$ cat src/rtl/event_part_tracker.sv
// rtl/event_part_tracker.sv - windowed x/y event counter with a ready/valid report slot
module event_part_tracker #(
  parameter int WINDOW = 16,
  parameter int CNT_W  = 8
) (
  input  logic             clk,
  input  logic             rst,
  input  logic             en,
  input  logic             x_part,
  input  logic             y_part,
  input  logic             rpt_ready,
  input  logic             clr_ovf,
  output logic             rpt_valid,
  output logic [CNT_W-1:0] rpt_x_cnt,
  output logic [CNT_W-1:0] rpt_y_cnt,
  output logic [CNT_W-1:0] rpt_both_cnt,
  output logic             ovf,
  output logic             busy
);

  typedef enum logic {IDLE = 1'b0, RUN = 1'b1} state_t;

  localparam logic [CNT_W-1:0] CNT_MAX  = {CNT_W{1'b1}};
  localparam logic [15:0]      WIN_LAST = 16'(WINDOW - 1);

  state_t           state, state_nx;
  logic             x_q, y_q;
  logic [CNT_W-1:0] x_cnt, y_cnt, both_cnt;
  logic [15:0]      win_cnt;

  logic             x_rise, y_rise, both_hi;
  logic             counting, win_end, slot_free, load, drop;
  logic [CNT_W-1:0] x_tot, y_tot, both_tot;

  always_comb begin
    state_nx = state;
    case (state)
      IDLE:    if (en)  state_nx = RUN;
      RUN:     if (!en) state_nx = IDLE;
      default: state_nx = IDLE;
    endcase
  end

  always_comb begin
    x_rise    = x_part & ~x_q;
    y_rise    = y_part & ~y_q;
    both_hi   = x_part & y_part;
    counting  = (state == RUN) && en;
    win_end   = counting && (win_cnt == WIN_LAST);
    // A same-cycle accept frees the slot for the incoming totals.
    slot_free = !rpt_valid || rpt_ready;
    load      = win_end && slot_free;
    drop      = win_end && !slot_free;
    x_tot     = (x_cnt == CNT_MAX)    ? CNT_MAX : x_cnt    + CNT_W'(x_rise);
    y_tot     = (y_cnt == CNT_MAX)    ? CNT_MAX : y_cnt    + CNT_W'(y_rise);
    both_tot  = (both_cnt == CNT_MAX) ? CNT_MAX : both_cnt + CNT_W'(both_hi);
  end

  always_ff @(posedge clk) begin
    if (rst) begin
      state        <= IDLE;
      x_q          <= 1'b0;
      y_q          <= 1'b0;
      x_cnt        <= '0;
      y_cnt        <= '0;
      both_cnt     <= '0;
      win_cnt      <= '0;
      rpt_valid    <= 1'b0;
      rpt_x_cnt    <= '0;
      rpt_y_cnt    <= '0;
      rpt_both_cnt <= '0;
      ovf          <= 1'b0;
    end else begin
      state <= state_nx;
      x_q   <= x_part;
      y_q   <= y_part;

      // Any non-counting cycle (idle, or the disable cycle) discards the partial window.
      if (counting && !win_end) begin
        x_cnt    <= x_tot;
        y_cnt    <= y_tot;
        both_cnt <= both_tot;
        win_cnt  <= win_cnt + 16'd1;
      end else begin
        x_cnt    <= '0;
        y_cnt    <= '0;
        both_cnt <= '0;
        win_cnt  <= '0;
      end

      if (load) begin
        rpt_valid    <= 1'b1;
        rpt_x_cnt    <= x_tot;
        rpt_y_cnt    <= y_tot;
        rpt_both_cnt <= both_tot;
      end else if (rpt_valid && rpt_ready) begin
        rpt_valid <= 1'b0;
      end

      if (drop)
        ovf <= 1'b1;
      else if (clr_ovf)
        ovf <= 1'b0;
    end
  end

  assign busy = (state == RUN);

endmodule
$ cat config.mk
export PLATFORM = sky130hd
export DESIGN_NAME = event_part_tracker
export DESIGN_NICKNAME = d
export VERILOG_FILES = /design/src/rtl/event_part_tracker.sv
export SDC_FILE = /design/constraint.sdc
export NUM_CORES = 1
export LEC_CHECK = 0
export BUFFER_PORTS_ARGS = -buffer_cell sky130_fd_sc_hd__clkbuf_2
export CORE_AREA = 4 4 99 101
export CTS_BUF_LIST = sky130_fd_sc_hd__clkbuf_16
export DETAILED_ROUTE_END_ITERATION = 8
export DIE_AREA = 0 0 103 105
export MAX_ROUTING_LAYER = met4
export SYNTH_ARGS = -nofsm -noshare
export SYNTH_HDL_FRONTEND = slang
export SYNTH_SLANG_ARGS = --single-unit
$ cat constraint.sdc
create_clock -name clk -period 2.45 [get_ports clk]
set_input_delay 0.49 -clock clk [delete_from_list [all_inputs] [get_ports clk]]
set_output_delay 0.49 -clock clk [all_outputs]
set_load 0.05 [all_outputs]
==> results.yml <==
hold_path:
  min_from: "en"
  min-delay-path-class: "primary input to register"
  min_path_cells: 2
  holdPathEnd: "busy"
setup_path:
  r2r_slack_ns: 0.55
  max_stage_delay_ns: 0.37
  reg2reg_to: "ovf"
  ff2ff_path_depth: 5
  crit_start: "win_cnt[8]"
  path_cells: "nor4_1 > nand4_2 > buf_4 > or3_1 > a21oi_1"
  worst_setup_path_end_kind: "register"
  critPathLaunchType: "register"
  r2r-start: "win_cnt[8]"
  crit_fanout: 15
  cp_data_required_time_ns: 2.70
  path_class: "register to register"
  slowest_stage: "dfxtp_1"
  cp.arrival_ns: 2.15
die:
  core_mm2: 0.00902
  rows: 35
  die_w_um: 103
  fp.dieH_um: 105
  initial_core_util_pct: 33.8
  io_pins: 34
  fp.dieArea_mm2: 0.0108
global_routing:
  grt_max_degree: 30
  grt_pass1_vias: 2514
  antenna_found_initial: 0
  overflow: 0
  grt_pass1_wl_mm: 12.0
  grt_usage_pct: 14.4
cts:
  post_cts_resize_count: 0
  clkLatencyLatePin_ns: 0.33
  numCtsBuffers: 9
  postCtsSetupBuffers: 0
  cts_sinks: 69
  root_buffer: "clkbuf_16"
  cts_tree: "done"
  ctsHoldBuffers: 0
  path_clk_slew_ns: 0.06
  h-tree-depth: 3
  cts_buffer_depth: 2
sta:
  fin_skew_ns: 0.00615
  finalCriticalPeriod_ns: 1.90
  setup_tns_ns: 0
  setup_viol: 0
  finalMaxSlewViolations: 0
  finalHoldViolCount: 0
  max_slew_margin_pct: 46.9
  rsz0062_at_grt: "no"
  max_slew.worst_pin.slew_ns: 0.790
  fin_crit_sh_pct: 77.4
  max_freq_ghz: 0.528
synthesis:
  synth.cell_area_mm2: 0.00305
  yosysSeqAreaShare_pct: 45.3
  syn_nets: 359
  syn_area_per_cell_um2: 8.84
  ys_ff_latch: 69
  ys_warn_count: 0
  synth_cell_types: 38
  syn-instance-count: 345
power:
  comb_power_share_pct: 1.9
  internal_power_mw: 1.91
  p_leak_nw: 1.30
  pwr-share-seq_pct: 46.8
  power_mw: 2.41
  power.density_mw_per_mm2: 670
  switchingPower_mw: 0.499
  pwr-share-clk_pct: 51.3
  swShare_pct: 20.7
  ir_worst_vdd_v: 0.000312
finish:
  seqCellArea_mm2: 0.00138
  layout_common_cells: "dfxtp_1, nor2_1, clkbuf_2"
  multi_input_area_mm2: 0.00155
  num_antenna_cells: 0
  syn_to_final_growth_pct: 18.1
  drive_gt1_share_pct: 16.3
  fillers: 905
  final_common_cell: "dfxtp_1"
  final_net_count: 389
routing:
  wire_per_inst_um: 14.2
  num_vias: 2611
  ant_nets: 0
  viasPerCell: 5.32
  drt-total-wl_mm: 6.95
  first_iter_violations: 158
  dr.pass1.iters: 4
  drc: 0
run:
  drv_cap: 0
outcome:
  status: "complete, no violations"
placed_design:
  port_buffers: 33
  gp_congestion: 0.815
  dpl.hpwl_mm: 4.70
[cell families (layout without fill, tap and decap cells)]
kind of cell	after synthesis	count (layout)	synth area share [%]
simple gates	140	140	25.6
compound gates	83	83	16.2
flops	69	69	45.3
buf+inv	24	59	3.77
xor+xnor	22	22	6.32
fa+ha+maj	7	7	2.87
[sequential cells by signal (all words and copies together) (netlist names)]
| name | count |
|---|---|
| both_cnt | 8 |
| busy | 1 |
| ovf | 1 |
| rpt_both_cnt | 8 |
| rpt_valid | 1 |
| rpt_x_cnt | 8 |
| rpt_y_cnt | 8 |
| win_cnt | 16 |
| x_cnt | 8 |
| x_q | 1 |
| y_cnt | 8 |
| y_q | 1 |
[synth_stat cells, drive strengths merged]
master / n / area share (%)
ha: 7 / 2.9
o211a: 1 / 0.33
or4b: 1 / 0.33
a21o: 2 / 0.49
a21oi: 27 / 4.4
and2: 1 / 0.21
xor2: 6 / 1.7
nand2: 11 / 1.4
nand4: 13 / 2.9
xnor2: 16 / 4.6
and3b: 1 / 0.29
a31oi: 2 / 0.41
nor2b: 5 / 1.0
dfxtp: 69 / 45
inv: 2 / 0.25
nor4: 10 / 3.0
clkbuf: 12 / 1.5
or3: 1 / 0.21
and4: 5 / 1.4
nor3: 5 / 0.82
o21a: 1 / 0.25
nand2b: 2 / 0.41
and3: 9 / 1.8
o2111ai: 2 / 0.57
buf: 10 / 2.1
nor2: 51 / 6.3
a21boi: 1 / 0.25
a31o: 3 / 0.86
nand4b: 5 / 1.4
nand3: 14 / 2.3
o211ai: 17 / 4.2
nor3b: 6 / 1.6
o21ai: 27 / 4.4
[layout make-up]
cell class / count / share of cell area [%]
inverters: 2 / 0.208
multi-input cells: 252 / 43.1
repair buffers: 41 / 6.60
well taps: 111 / 3.85
clock inverters: 7 / 1.63
flip-flops and latches: 69 / 38.3
clock buffers: 9 / 6.25
[through the flow]
stage	instance area, µm²	hold slack (ns)	worst slack [ns]	std cells	utilization [%]
6_report	3600	0.416	0.555	491	39.9
5_1_grt	3600	0.433	0.398	491	39.9
4_1_cts	3600	0.407	0.566	491	39.9
3_5_place_dp	3320	0.440	0.374	475	36.8
3_3_place_gp	3320	0.431	0.399	475	36.8
2_1_floorplan	3050	0.418	0.591	345	-
[metal layers]
metal	GRT usage [%]	vias to the layer above	part of all wire [%]	wire length, µm
li1	-	1315	-	-
met1	18.2	1219	48	3320
met2	21.8	67	46	3210
met3	3.74	10	4.4	304
met4	5.37	0	1.7	119
met5	-	-	0	0
[worst max-delay path, delay by kind of cell (launching register included)]
kind                   cells  cell delay (ns)
AND/OR/NAND/NOR            3             1.02
flip-flops                 1             0.37
buffers and inverters      1             0.28
AO/OA/AOI/OAI              1             0.15
[power by group through the flow]
| stage | registers, mW | logic, mW | clock network [mW] |
|---|---|---|---|
| after floorplan | 1.16 | 0.0241 | 0 |
| after global placement | 1.15 | 0.0461 | 0 |
| after detailed placement | 1.15 | 0.0464 | 0 |
| after CTS | 1.13 | 0.0465 | 1.26 |
| after global routing | 1.13 | 0.0523 | 1.31 |
| final | 1.13 | 0.0461 | 1.24 |
[how the worst max path moves through the flow]
stage | cells after the start | to | slack (ns)
3_5_place_dp | 8 | rpt_x_cnt[4] | 0.37
2_1_floorplan | 7 | rpt_x_cnt[4] | 0.59
6_report | 5 | ovf | 0.55
4_1_cts | 6 | ovf | 0.57
3_3_place_gp | 8 | rpt_x_cnt[4] | 0.40
5_1_grt | 5 | ovf | 0.40
Power figures use the tool's default switching activity.
